===== src/rtl/interboard_pkg.sv =====
// Shared definitions for the inter-board link (receiver and transmitter):
// message-type codes, beat tag position and the receiver FSM state type.
package interboard_pkg;

  localparam logic [2:0] MSG_RESET  = 3'd0;
  localparam logic [2:0] MSG_START  = 3'd1;
  localparam logic [2:0] MSG_NUMBER = 3'd2;
  localparam logic [2:0] MSG_WIN    = 3'd3;
  localparam logic [2:0] MSG_ACK    = 3'd4;

  // Beat bit 5 distinguishes beat 0 (type) from beat 1 (number)
  localparam int unsigned TAG_BIT = 5;

  typedef enum logic [1:0] {
    WAIT_B0 = 2'd0,
    ACK_B0  = 2'd1,
    WAIT_B1 = 2'd2,
    ACK_B1  = 2'd3
  } rx_state_t;

endpackage


===== src/rtl/sync_bit.sv =====
// Single-bit flop-chain synchroniser, STAGES deep, resetting to 0.
module sync_bit #(
  parameter int unsigned STAGES = 2
) (
  input  logic clk,
  input  logic rst,
  input  logic d,
  output logic q
);

  logic [STAGES-1:0] chain;

  // Shift the asynchronous input through the chain
  always_ff @(posedge clk or negedge rst) begin
    if (!rst) chain <= '0;
    else      chain <= {chain[STAGES-2:0], d};
  end

  assign q = chain[STAGES-1];

endmodule


===== src/rtl/inter_link_rx.sv =====
// Receive side of the inter-board link: four-phase Request_in/Ack_out
// handshake, two 6-bit beats per message, one-cycle interboard_en pulse
// per complete message. Optional mid-message watchdog: INTER_RX_TIMEOUT_EN.
module inter_link_rx
  import interboard_pkg::*;
#(
  parameter int unsigned SYNC_STAGES    = 2,
  parameter int unsigned TIMEOUT_CYCLES = 1_000_000
) (
  input  logic       clk,
  input  logic       rst,
  input  logic       Request_in,
  input  logic [5:0] inter_data_in,
  output logic       Ack_out,
  output logic       interboard_en,
  output logic [2:0] interboard_msg_type,
  output logic [4:0] interboard_number,
  output logic       interboard_rst,
  output logic       frame_err
);

  rx_state_t  state;
  logic       req_s;
  logic       primed;
  logic       armed;
  logic       discard;
  logic [2:0] type_q;
  logic [4:0] num_q;

  sync_bit #(.STAGES(SYNC_STAGES)) u_req_sync (
    .clk (clk),
    .rst (rst),
    .d   (Request_in),
    .q   (req_s)
  );

  // The request chain resets to 0, so its output is meaningless until it has
  // been refilled; a matching chain fed with 1 marks when req_s is real, which
  // keeps a request held high through reset release from arming the receiver.
  sync_bit #(.STAGES(SYNC_STAGES)) u_prime (
    .clk (clk),
    .rst (rst),
    .d   (1'b1),
    .q   (primed)
  );

`ifdef INTER_RX_TIMEOUT_EN
  localparam int unsigned CNT_W = $clog2(TIMEOUT_CYCLES + 1);

  logic [CNT_W-1:0] tmo_cnt;
  logic             leave;
  logic             tmo_hit;

  // State-change condition of the FSM; the watchdog restarts on any change
  always_comb begin
    leave = 1'b0;
    case (state)
      WAIT_B0:        leave = armed && req_s;
      WAIT_B1:        leave = req_s;
      ACK_B0, ACK_B1: leave = !req_s;
      default:        leave = 1'b0;
    endcase
    tmo_hit = (state != WAIT_B0) && !leave && (tmo_cnt == CNT_W'(TIMEOUT_CYCLES - 1));
  end

  // Watchdog counter: counts cycles spent mid-message in one state
  always_ff @(posedge clk or negedge rst) begin
    if (!rst)                                     tmo_cnt <= '0;
    else if (leave || tmo_hit || state == WAIT_B0) tmo_cnt <= '0;
    else                                          tmo_cnt <= tmo_cnt + 1'b1;
  end
`endif

  // Handshake FSM, beat capture and registered output pulses
  always_ff @(posedge clk or negedge rst) begin
    if (!rst) begin
      state               <= WAIT_B0;
      armed               <= 1'b0;
      discard             <= 1'b0;
      type_q              <= '0;
      num_q               <= '0;
      Ack_out             <= 1'b0;
      interboard_en       <= 1'b0;
      interboard_rst      <= 1'b0;
      interboard_msg_type <= '0;
      interboard_number   <= '0;
      frame_err           <= 1'b0;
    end else begin
      interboard_en  <= 1'b0;
      interboard_rst <= 1'b0;
      frame_err      <= 1'b0;

      if (!armed && primed && !req_s) armed <= 1'b1;

      case (state)
        WAIT_B0: begin
          if (armed && req_s) begin
            Ack_out <= 1'b1;
            state   <= ACK_B0;
            if (inter_data_in[TAG_BIT]) begin
              frame_err <= 1'b1;
              discard   <= 1'b1;
            end else begin
              type_q  <= inter_data_in[2:0];
              discard <= 1'b0;
            end
          end
        end
        ACK_B0: begin
          if (!req_s) begin
            Ack_out <= 1'b0;
            discard <= 1'b0;
            state   <= discard ? WAIT_B0 : WAIT_B1;
          end
        end
        WAIT_B1: begin
          if (req_s) begin
            Ack_out <= 1'b1;
            if (inter_data_in[TAG_BIT]) begin
              num_q <= inter_data_in[4:0];
              state <= ACK_B1;
            end else begin
              frame_err <= 1'b1;
              type_q    <= inter_data_in[2:0];
              state     <= ACK_B0;
            end
          end
        end
        ACK_B1: begin
          if (!req_s) begin
            Ack_out             <= 1'b0;
            interboard_en       <= 1'b1;
            interboard_rst      <= (type_q == MSG_RESET);
            interboard_msg_type <= type_q;
            interboard_number   <= num_q;
            state               <= WAIT_B0;
          end
        end
        default: state <= WAIT_B0;
      endcase

`ifdef INTER_RX_TIMEOUT_EN
      // Watchdog overrides the (idle) FSM step of this cycle
      if (tmo_hit) begin
        frame_err <= 1'b1;
        Ack_out   <= 1'b0;
        armed     <= 1'b0;
        discard   <= 1'b0;
        state     <= WAIT_B0;
      end
`endif
    end
  end

endmodule


===== config.mk =====
export PLATFORM = sky130hd
export DESIGN_NAME = inter_link_rx
export DESIGN_NICKNAME = d
export VERILOG_FILES = /design/src/rtl/interboard_pkg.sv /design/src/rtl/sync_bit.sv /design/src/rtl/inter_link_rx.sv
export SDC_FILE = /design/constraint.sdc
export NUM_CORES = 1
export LEC_CHECK = 0
export CAP_MARGIN = 10
export CORE_ASPECT_RATIO = 1.25
export CORE_MARGIN = 1
export CORE_UTILIZATION = 49
export DETAILED_ROUTE_END_ITERATION = 7
export GPL_TIMING_DRIVEN = 0
export PLACE_DENSITY_LB_ADDON = 0.08
export RECOVER_POWER = 100
export SLEW_MARGIN = 5
export SYNTH_ARGS = -nofsm -noshare
export SYNTH_HDL_FRONTEND = slang
export SYNTH_HIERARCHICAL = 1
export SYNTH_SLANG_ARGS = --single-unit

===== constraint.sdc =====
create_clock -name clk -period 2.2 [get_ports clk]
set_clock_uncertainty 0.2 [all_clocks]
set_input_delay 0.44 -clock clk [delete_from_list [all_inputs] [get_ports clk]]
set_output_delay 0.44 -clock clk [all_outputs]
set_load 0.01 [all_outputs]

==> After elaboration in Yosys (flattened, before gate mapping) <==
Cells that the tools add are included.
Widths: inputs -> output; s select.
{ "totals": {"ff_bits": 28, "latchBits": 0, "ram_bits": 0, "mem_bits_ro": 0, "in_bits": 9, "n_memories": 0} }
{ "op_classes": {"add_sub_neg": 0, "n_mul": 0, "div": 0, "order_cmp": 0, "n_eq_ne": 8, "shifts": 0, "mux": 26, "n_bitwise": 1, "reduce_logical": 16} }
{ "ops": {"columns": ["operator", "n"], "rows": [
  ["$mux 1", 12],
  ["$mux 2", 6],
  ["$reduce_and 3->1", 4],
  ["$mux 3", 3],
  ["$ne 2x2->1 const B", 4],
  ["$pmux 2 s4", 1],
  ["$pmux 3 s2", 1],
  ["$eq 2x2->1 const B", 2],
  ["$pmux 1 s2", 2],
  ["$reduce_and 4->1", 1],
  ["$reduce_bool 2->1", 2],
  ["$logic_and 1x1->1", 3],
  ["$logic_not 3->1", 1],
  ["$pmux 1 s3", 1],
  ["$eq 2x1->1 const B", 1],
  ["$logic_not 1->1", 2],
  ["$logic_not 2->1", 1],
  ["$ne 2x1->1 const B", 1],
  ["$reduce_and 2->1", 1],
  ["$reduce_or 2->1", 1],
  ["$not 1->1", 1]
]} }

==> Depth between registers and ports, before layout <==
Gate-level depths: netlist of run 1.
{ "depth": {"ltp_word": 4, "depth_mapped": 4, "mapped_depth_nobuf": 3} }

==> Hierarchy <==
Netlist of run 1, hierarchy kept.
{ "modules_own_cells": {"columns": ["mod", "instances", "cells_per_inst", "area_per_inst_um2", "seq_area_each_um2"], "rows": [
  ["inter_link_rx", 1, 69, 979.7, 600.6],
  ["sync_bit", 2, 2, 50.0, 50.0]
]} }

==> Worst setup path before layout of run 1 <==
No wires, ideal clock.
{ "synth_timing": {"path_type": "reg-to-reg", "start": "register state[0]", "end": "register type_q[0]", "setup_time_ps": 125, "arrival_time_ps": 1294, "required_ps": 1875, "path_slack_ps": 580, "stages_incl_launch_ff": 5, "path_buffers": 1, "period_less_slack_ps": 1620, "path_cell_list": "dfrtp_1 > buf_6 > nand2b_4 > or3_4 > mux2_4"} }
{ "synth_between": {"elab_chain_cells": 3, "elab_cells_between_ends": 7, "cone_classes": "3 x eq/ne; 1 x mux; 3 x reduce/logical"} }
{ "synth_lines": {"columns": ["item", "line", "text"], "rows": [
  ["from (decl)", "inter_link_rx.sv:22", "rx_state_t state;"],
  ["from (signal assigned)", "inter_link_rx.sv:113", "state <= discard ? WAIT_B0 : WAIT_B1;"],
  ["$eq 2x2->1 or $logic_not 2->1 (tied branches)", "inter_link_rx.sv:95", "case (state)"],
  ["$ne 2x1->1 (no source line), or another cell as far along", null, null],
  ["$reduce_and 3->1 (no source line)", null, null],
  ["to (signal assigned)", "inter_link_rx.sv:104", "type_q <= inter_data_in[2:0];"],
  ["to (signal assigned)", "inter_link_rx.sv:124", "type_q <= inter_data_in[2:0];"],
  ["to (decl)", "inter_link_rx.sv:27", "logic [2:0] type_q;"]
]} }
Parallel ways exist; a longest one is shown, timed or not.
A chain may end at the register's enable or synchronous reset.

==> Worst setup path after layout of run 1 <==
{ "layout_timing": {"start": "register interboard_number[1]", "end": "output interboard_number[1]"} }
{ "layout_lines": {"columns": ["item", "line", "text"], "rows": [
  ["from (decl)", "inter_link_rx.sv:17", "output logic [4:0] interboard_number,"],
  ["from (signal assigned)", "inter_link_rx.sv:135", "interboard_number <= num_q;"]
]} }
No word-level cell between the ends.

==> out/qor.txt, run 1 <==
Post-Syn Area = 1080 um^2
Syn avg cell area = 14.8 um^2
Main combinational cell family by area after synthesis = multiplexers
Pwr/cell area = 1000 nW/um^2
Die Y = 54.5 um
Leak pwr = 0.612 nW
Starting Density = 53.3%
Port bufs = 20
Critical-path top delay cell = dlygate4sd3_1
Post-synth top area cell = dfrtp_1
CP required = 1560 ps
Vias in the first global route = 585
TritonCTS clock tree = yes
Synth Area in Adders = 0%
Crit-path max cell delay = 600 ps
Main synth FF type = dfrtp_1
Die width = 44.0 um
EDFF count, synth = 0
# setup viols final = 0
Cts repair resizes = 0
Vias = 627
All-layer global routing usage = 15.6%
Top post-synthesis cells by count = dfrtp_1, mux2_2, o21ai_0
CTS H-tree lvls = 1
Dpl hpwl = 1.17 mm
Drt total wl = 1.59 mm
Routed vias/inst = 5.36
Largest net degree at the start of global routing = 29
Delay-heaviest family, CP = buffers and inverters
Mux cell area share after synthesis = 18.7%
Bufs and invs on worst path = 1
DRT antenna net count = 0
Worst setup SP type = register
First-pass GRT wire length = 2.68 mm
Fraction of layout instances using a drive strength above 1 = 22.7%
RePlAce Congestion = 0.701
CTS root buf = clkbuf_4
Total gr overflow = 0
Violated checks = design-rule violations
Least-Margin Pin Slew = 647 ps
Max_cap viols = 0
Setup TNS = 0 ps
Status = finished, violations left
Top cell type's share of synthesized area = 64.9%
Ranking of synthesized cells by area = dfrtp_1, mux2_2, mux2_4, o21ai_0, a21oi_1
Post-synthesis xor/xnor area fraction = 0%
Final #Nets = 108
IO Count = 21
Initial antenna violation count = 0
Final cycle utilization of the critical path = 88.9%
Most frequent cell after synthesis = dfrtp_1
Total CTS buffers = 3
Utilization after layout = 65.0%
Num rows = 18
Die area = 2400 um^2
Unrepaired setup endpoints after global routing = false
Total power = 1.32 mW
Syn nets = 82
Fmax = 511 MHz
Gate Count Post-Synth = 73
Filler instances = 160
CTS Sinks = 28
Wire length per cell = 13.6 um
HP Class = register to register
Critical path type = register to primary output
Area share of and/or/nand/nor cells after synthesis = 8.23%
VDD IR max = 0.782 mV
Compound-Gate Fraction of Synth Area = 5.68%
Antenna Cells = 0
Async S/R FF share, synth = 100%
Max-slew headroom = 56.9%
Crit-path cells = dlygate4sd3_1
Setup bufs post-CTS = 0
Core area = 2030 um^2
DRC violations left = 3
CP endpoint kind = primary output
Sequential-to-total area share from yosys stat = 64.9%
Layout area overhead = 22.0%
Synth Register Bits = 28
CP arrival = 1320 ps
Crit-path max FO = 2
Fin. max-slew vios = 0
Clk buf depth = 2
Final Hold Viols = 0
Minimum clock period = 1960 ps
Pre-antenna DRT Iters = 8
Clk_lat worst skew = 300 ps
Synth warnings = 6
DR iter-0 viols = 7
Yosys cell types = 23
Clock transition at the registers of the reported paths = 130 ps
cells in the final DEF (no fill, tap or decap):
| cell | Yosys | layout |
|---|---|---|
| dfrtp_1 | 28 | 28 |
| dlygate4sd3_1 | 0 | 15 |
| mux2_2 | 13 | 13 |
| clkdlybuf4s50_1 | 0 | 5 |
| o21ai_0 | 4 | 4 |
| a21oi_1 | 3 | 3 |
| nor2_1 | 3 | 3 |
| clkbuf_4 | 0 | 3 |
| inv_1 | 2 | 2 |
| mux2_4 | 3 | 2 |
| nor3_1 | 2 | 2 |
| clkbuf_1 | 0 | 1 |
| nand3b_1 | 1 | 1 |
| nand2b_1 | 1 | 1 |
| buf_6 | 1 | 1 |
| nand2b_4 | 1 | 1 |
| nand3_1 | 0 | 1 |
| nor4_1 | 1 | 1 |
| or3_1 | 0 | 1 |
| nand4b_1 | 1 | 1 |
| mux2_1 | 0 | 1 |
| mux2i_1 | 1 | 1 |
| o21ba_2 | 1 | 1 |
| nand2_1 | 1 | 1 |
| a21o_1 | 1 | 1 |
| a32oi_1 | 1 | 1 |
| clkbuf_2 | 0 | 1 |
| conb_1 | 1 | 1 |
flip-flops by register name (all words and copies together) (netlist names):
register / count
Ack_out: 1
armed: 1
discard: 1
frame_err: 1
interboard_en: 1
interboard_msg_type: 3
interboard_number: 5
interboard_rst: 1
num_q: 5
state: 2
type_q: 3
u_prime/chain: 2
u_req_sync/chain: 2
where the power goes:
| group | internal (mW) | switching, mW | total [mW] |
|---|---|---|---|
| registers | 0.663 | 0.0709 | 0.734 |
| logic | 0.241 | 0.152 | 0.394 |
| clock network | 0.0640 | 0.128 | 0.192 |
routing by layer:
| metal | wire length (um) | vias up | global-route usage [%] |
|---|---|---|---|
| met4 | 13 | 0 | 9.09 |
| met5 | 0 | - | 0 |
| met1 | 694 | 305 | 20.5 |
| met3 | 47 | 2 | 1.98 |
| met2 | 838 | 12 | 24.9 |
| li1 | - | 308 | - |
through the flow:
step	instance area, um^2	std cells	hold slack [ps]	worst slack (ps)
detailed placement	1310	113	150	120
global route	1320	117	192	185
global placement	1310	113	133	140
floorplan	1080	73	-55.6	580
CTS	1330	116	180	308
finish	1320	117	177	245
area by class of cell:
class / instances / area (um^2) / area share [%]
timing repair buffer: 21 / 205 / 15.6
multi-input combinational: 41 / 342 / 25.9
clock buffer: 3 / 22.5 / 1.71
inverter: 2 / 7.51 / 0.570
sequential: 28 / 701 / 53.2
buffer: 2 / 15.0 / 1.14
tap: 20 / 25.0 / 1.90
kinds of logic after synthesis:
logic type,Yosys count
flops,28
mux,17
simple gates,13
compound gates,10
buf+inv,4
other cells,1
repair_timing:
item	in CTS	in global routing
setup endpoints to repair	0	0
endpoints found under the hold margin	0	28
hold buffers	0	1
final timing paths:
kind,start,end,slack (ps),depth (start not counted)
min in group asynchronous,rst,num_q[1],460,2
worst min register to register,u_req_sync/chain[0],u_req_sync/chain[1],180,0
worst max-delay path,interboard_number[1],interboard_number[1],240,1
max in group asynchronous,rst,Ack_out,920,2
worst max register to register,state[1],interboard_number[4],360,3
worst min-delay path,u_req_sync/chain[0],u_req_sync/chain[1],180,0
Note: power is estimated with default switching activity, not from simulation.
==> inputs of run 2 (changes only) <==
--- a/config.mk
+++ b/config.mk
@@ -5,10 +5,11 @@
 export SDC_FILE = /design/constraint.sdc
 export NUM_CORES = 1
 export LEC_CHECK = 0
+export ABC_AREA = 1
 export CAP_MARGIN = 10
 export CORE_ASPECT_RATIO = 1.25
 export CORE_MARGIN = 1
-export CORE_UTILIZATION = 49
+export CORE_UTILIZATION = 50
 export DETAILED_ROUTE_END_ITERATION = 7
 export GPL_TIMING_DRIVEN = 0
 export PLACE_DENSITY_LB_ADDON = 0.08
==> run 2 against run 1 <==
  * The flow now finishes without violations
  * Setup slack got worse by 27 ps
  * Highest routed layer unchanged
  * Non-clock buffer count did not move
  * Maximum frequency fell by 1.4%
  * Cell count rose by 47%
==> out/qor.txt, run 2 <==
Status = completed
Max-slew headroom = 56.4% (-0.48 points)
Most frequent cell after synthesis = nand2_1
Most frequent cells in the layout = nand2_1, dfrtp_1, dlygate4sd3_1
Logic pwr share = 26.3% (-3.5 points)
Filler instances = 185 (+16%)
Final Instance Count excl. Fillers = 172 (+47%)
Top Registers = interboard_number: 5 flops, num_q: 5 flops
Leak pwr = 0.755 nW (+23%)
Total power = 1.44 mW (+9.2%)
Worst setup SP type = register
Syn nets = 125 (+52%)
Crit-path max cell delay = 600 ps (about the same)
EDFF count, synth = 0 (unchanged)
Max_cap viols = 0 (unchanged)
Largest net degree at the start of global routing = 29 (unchanged)
Minimum clock period = 1980 ps (+27.2 ps)
Gate Count Post-Synth = 116 (+59%)
Vias in the first global route = 730 (+25%)
Final #Nets = 151 (+40%)
Num rows = 19 (+1)
CP arrival = 1340 ps (+20 ps)
Final cycle utilization of the critical path = 90.1% (+1.2 points)
Sequential Area = 701 um^2 (unchanged)
Syn avg cell area = 10.1 um^2 (-31%)
Clk_lat worst skew = 320 ps (+20 ps)
Crit-path max FO = 2 (unchanged)
CTS root buf = clkbuf_4
DR iter-0 viols = 17 (+10)
Die Y = 56.2 um (+3.2%)
VDD IR max = 0.707 mV (-9.6%)
# setup viols final = 0 (unchanged)
Synth warnings = 6 (unchanged)
Internal power = 1.04 mW (+6.9%)
Setup TNS = 0 ps (unchanged)
First-pass GRT wire length = 3.08 mm (+15%)
CP endpoint kind = primary output
Delay-heaviest family, CP = buffers and inverters
Routed vias/inst = 4.68 (-13%)
Sequential-to-total area share from yosys stat = 59.6% (-5.3 points)
Utilization after layout = 63.9% (-1.1 points)
HP Class = register to register
Drt total wl = 1.77 mm (+11%)
Fin. max-slew vios = 0 (unchanged)
Die area = 2550 um^2 (+6.5%)
Post-synth top area cell = dfrtp_1
Switching Fraction = 28.1% (+1.5 points)
NetSw = 0.405 mW (+15%)
Total gr overflow = 0 (unchanged)
Least-Margin Pin Slew = 654 ps (+7.19 ps)
Reg power frac = 50.7% (-4.9 points)
Async S/R FF share, synth = 100% (unchanged)
IO Count = 21 (unchanged)
DRC violations left = 0 (-3)
Critical-path top delay cell = dlygate4sd3_1
Total CTS buffers = 3 (unchanged)
Layout area overhead = 20.1%
Port bufs = 20 (unchanged)
Area of the multi-input gates = 348 um^2 (+1.8%)
DRT antenna net count = 0 (unchanged)
Crit-path cells = dlygate4sd3_1
Wire length per cell = 10.3 um (-24%)
Fraction of layout instances using a drive strength above 1 = 12.8% (-9.9 points)
Pre-antenna DRT Iters = 4 (-4)
Starting Density = 53.2% (-0.074 points)
Bufs and invs on worst path = 1 (unchanged)
Top cell type's share of synthesized area = 59.6% (-5.3 points)
Yosys cell types = 19 (-17%)
Pwr/cell area = 1020 nW/um^2 (+1.8%)
Final Hold Viols = 0 (unchanged)
Initial antenna violation count = 0 (unchanged)
TritonCTS clock tree = yes
Fmax = 504 MHz (-1.4%)
Clk buf depth = 2 (unchanged)
CTS H-tree lvls = 1 (unchanged)
CTS Sinks = 28 (unchanged)
Core area = 2210 um^2 (+9.1%)
Unrepaired setup endpoints after global routing = false
Critical path type = register to primary output
Antenna Cells = 0 (unchanged)
CP required = 1560 ps (about the same)
Ranking of synthesized cells by area = dfrtp_1, nand2_1, nand2_2, nand3_1, inv_1
Die width = 45.4 um (+3.2%)
Top post-synthesis cells by count = nand2_1, dfrtp_1, inv_1, nand2_2, nand3_1
RePlAce Congestion = 0.801 (+14%)
Post-Syn Area = 1180 um^2 (+8.9%)
Main synth FF type = dfrtp_1
Vias = 805 (+28%)
Clock power share = 23.0% (+8.4 points)
Commonest non-fill, non-tap cell in the layout = nand2_1
Cell count after placement = 167 (+48%)
Clock transition at the registers of the reported paths = 140 ps (about the same)
All-layer global routing usage = 16.6% (+1.1 points)
Dpl hpwl = 1.33 mm (+14%)
Synth Register Bits = 28 (unchanged)
-- run 2: logic make-up after synthesis --
group / Yosys count / share of synthesized area [%]
simple gates: 64 / 29.3
flops: 28 / 59.6
buf+inv: 15 / 7.13
compound gates: 8 / 3.72
other cells: 1 / 0.319
-- run 2: power by group through the flow --
stage                     Combinational, mW  Sequential, mW  Clock, mW
final                                 0.379           0.730      0.331
after global routing                  0.435           0.751      0.356
after CTS                             0.442           0.738      0.339
after detailed placement              0.440           0.750          0
after global placement                0.434           0.742          0
after floorplan                       0.211           0.773          0
-- run 2: layout make-up --
| class | count | share of cell area (%) |
|---|---|---|
| repair buffers | 21 | 14.5 |
| clock inverters | 1 | 2.13 |
| well taps | 31 | 2.75 |
| multi-input cells | 73 | 24.6 |
| plain buffers | 2 | 1.33 |
| flip-flops and latches | 28 | 49.6 |
| inverters | 13 | 3.45 |
| clock buffers | 3 | 1.59 |
-- run 2: metal layers --
layer | vias up | share of wire [%] | GRT usage (%)
li1 | 413 | - | -
met1 | 368 | 44 | 21.0
met2 | 19 | 51 | 26.7
met3 | 5 | 2.4 | 1.95
met4 | 0 | 2.9 | 9.09
met5 | - | 0 | 0
-- run 2: worst paths after layout --
path,cells past startpoint,from,slack [ps],to
setup / recovery,1,interboard_number[1],220,interboard_number[1]
hold / removal,0,u_req_sync/chain[0],170,u_req_sync/chain[1]
setup reg to reg,4,u_req_sync/chain[1],500,interboard_msg_type[2]
hold reg to reg,0,u_req_sync/chain[0],170,u_req_sync/chain[1]
max in group asynchronous,2,rst,930,interboard_number[3]
min in group asynchronous,2,rst,450,Ack_out
-- run 2: through the flow --
step | hold slack, ps | setup slack (ps) | cell area, um^2
3_3_place_gp | 134 | 119 | 1420
3_5_place_dp | 139 | 95.1 | 1420
5_1_grt | 178 | 169 | 1410
2_1_floorplan | -55.6 | 945 | 1180
6_report | 172 | 217 | 1410
4_1_cts | 176 | 293 | 1470
-- run 2: what timing repair did --
item	in CTS	in global routing
setup buffers	0	0
endpoints found under the setup margin	0	0
endpoints found under the hold margin	0	28
gates resized for setup	0	0
hold buffers	0	1
==> inputs of run 3 (changes only) <==
--- a/config.mk
+++ b/config.mk
@@ -6,10 +6,9 @@
 export NUM_CORES = 1
 export LEC_CHECK = 0
 export ABC_AREA = 1
-export CAP_MARGIN = 10
 export CORE_ASPECT_RATIO = 1.25
 export CORE_MARGIN = 1
-export CORE_UTILIZATION = 50
+export CORE_UTILIZATION = 25
 export DETAILED_ROUTE_END_ITERATION = 7
 export GPL_TIMING_DRIVEN = 0
 export PLACE_DENSITY_LB_ADDON = 0.08
==> run 3 against run 2 <==
  * Die area increased by 95%
  * Clock power shrank 2%
  * Register-to-register slack got worse by 40 ps
  * Non-clock buffer count decreased by 1
  * Maximum frequency up 3.1%
  * Critical path type unchanged
  * Largest cell class unchanged
==> out/qor.txt, run 3 (synthesized netlist as in run 2, its figures left out) <==
Status = completed
DR iter-0 viols = 40 (+23)
Least-Margin Pin Slew = 1480 ps (+826 ps)
Cts repair resizes = 0 (unchanged)
Drt total wl = 2.18 mm (+23%)
Clock transition at the registers of the reported paths = 100 ps (-40 ps)
RePlAce Congestion = 0.776 (-3.2%)
Largest net degree at the start of global routing = 29 (unchanged)
Total CTS buffers = 3 (unchanged)
CP arrival = 1280 ps (-60 ps)
Setup WS post-layout = 276 ps (+59.0 ps)
Final #Nets = 150 (-0.66%)
Layout area overhead = 20.9%
Bufs and invs on worst path = 1 (unchanged)
Crit-path max FO = 2 (unchanged)
Fin. max-slew vios = 0 (unchanged)
Worst hold slack = 161 ps (-10.4 ps)
HP Class = register to register
Critical-path top delay cell = dlygate4sd3_1
Final cycle utilization of the critical path = 87.4% (-2.7 points)
Post-DP Area = 1450 um^2 (+2.4%)
Die Y = 78.7 um (+40%)
Pwr/cell area = 1000 nW/um^2 (-2.0%)
CTS H-tree lvls = 1 (unchanged)
WHS Path Cells = 0 (unchanged)
Hold_buf cts = 0 (unchanged)
Commonest non-fill, non-tap cell in the layout = nand2_1
Total gr overflow = 0 (unchanged)
Max_cap viols = 0 (unchanged)
Crit-path max cell delay = 600 ps (about the same)
# setup viols final = 0 (unchanged)
First-pass GRT wire length = 3.71 mm (+21%)
Wire length per cell = 11.0 um (+6.7%)
Most frequent cells in the layout = nand2_1, dfrtp_1, dlygate4sd3_1
CP required = 1560 ps (about the same)
Top Registers = interboard_number: 5 flops, num_q: 5 flops
Delay-heaviest family, CP = buffers and inverters
CTS Sinks = 28 (unchanged)
R2R Setup Slk = 460 ps (-40 ps)
Crit-path cells = dlygate4sd3_1
Setup TNS = 0 ps (unchanged)
Fmax = 520 MHz (+3.1%)
Clk buf depth = 2 (unchanged)
Filler instances = 497 (+170%)
Initial antenna violation count = 0 (unchanged)
Worst setup SP type = register
Cell area after layout = 1420 um^2 (+0.62%)
R2r startpoint = u_req_sync/chain[1]
Die area = 4980 um^2 (+95%)
IO Count = 21 (unchanged)
Dpl hpwl = 1.53 mm (+15%)
Leak pwr = 0.730 nW (-3.3%)
Die width = 63.4 um (+40%)
DRT antenna net count = 0 (unchanged)
Routed vias/inst = 4.16 (-11%)
Vias in the first global route = 815 (+12%)
Area of the multi-input gates = 343 um^2 (-1.4%)
Port bufs = 20 (unchanged)
Num rows = 27 (+8)
Final Hold Viols = 0 (unchanged)
Core area = 4460 um^2 (+100%)
Antenna Cells = 0 (unchanged)
CTS root buf = clkbuf_8
Clk_lat worst skew = 280 ps (-40 ps)
Max-slew headroom = 1.30% (-55 points)
Sequential Area = 701 um^2 (unchanged)
Worst Hold Path EP = u_prime/chain[1]
Setup bufs post-CTS = 0 (unchanged)
Unrepaired setup endpoints after global routing = false
CP endpoint kind = primary output
Total power = 1.42 mW (-1.4%)
Worst reg2reg endpoint = interboard_msg_type[2]
DRC violations left = 0 (unchanged)
Vias = 824 (+2.4%)
TritonCTS clock tree = yes
VDD IR max = 0.218 mV (-69%)
Pre-CTS WS = 3.74 ps (-91.4 ps)
Worst r2r path cells = 4 (unchanged)
Critical path type = register to primary output
Minimum clock period = 1920 ps (-59.0 ps)
Fraction of layout instances using a drive strength above 1 = 12.1% (-0.62 points)
Starting Density = 26.4% (-27 points)
Hold path start = u_prime/chain[0]
Pre-antenna DRT Iters = 4 (unchanged)
Critical Path Start = interboard_number[2]
All-layer global routing usage = 9.92% (-6.7 points)
==> run 3: final cells by class <==
| class | count | area share (%) |
|---|---|---|
| Clock buffer | 4 | 3.87 |
| Inverter | 13 | 3.43 |
| Tap cell | 58 | 5.11 |
| Multi-Input combinational cell | 73 | 24.1 |
| Timing Repair Buffer | 20 | 13.6 |
| Buffer | 2 | 0.528 |
| Sequential cell | 28 | 49.3 |
==> run 3: worst max path at each step <==
stage                                        end  slack, ps  cells after the start
final                       interboard_number[2]        280                      1
after global routing      interboard_msg_type[2]        220                      1
after CTS                   interboard_number[3]        320                      1
after detailed placement     u_req_sync/chain[0]          4                      1
after global placement                   Ack_out         20                      1
after floorplan                        type_q[1]        950                      6
==> run 3: metal layers <==
metal	share of wire, %	routed length [um]	track usage [%]	up-vias
li1	-	-	-	408
met1	46	995	12.4	393
met2	49	1060	16.0	18
met3	3.0	65	1.89	5
met4	2.5	54	5.45	0
met5	0	0	0	-
==> run 3: worst reg2reg max path: stages (launching register included) <==
cell	delay, ps
dfrtp_1	450
inv_1	140
nand3_1	150
clkbuf_1	520
o21ai_0	150
==> run 3: through the flow <==
step | cells | utilization [%]
final | 198 | 31.9
after floorplan | 116 | -
after global placement | 194 | 32.5
after detailed placement | 194 | 32.5
after CTS | 198 | 33.7
after global routing | 198 | 31.9
==> run 3: power by group <==
group | switching, mW | internal [mW]
clock network | 0.165 | 0.161
logic | 0.183 | 0.184
registers | 0.0756 | 0.653
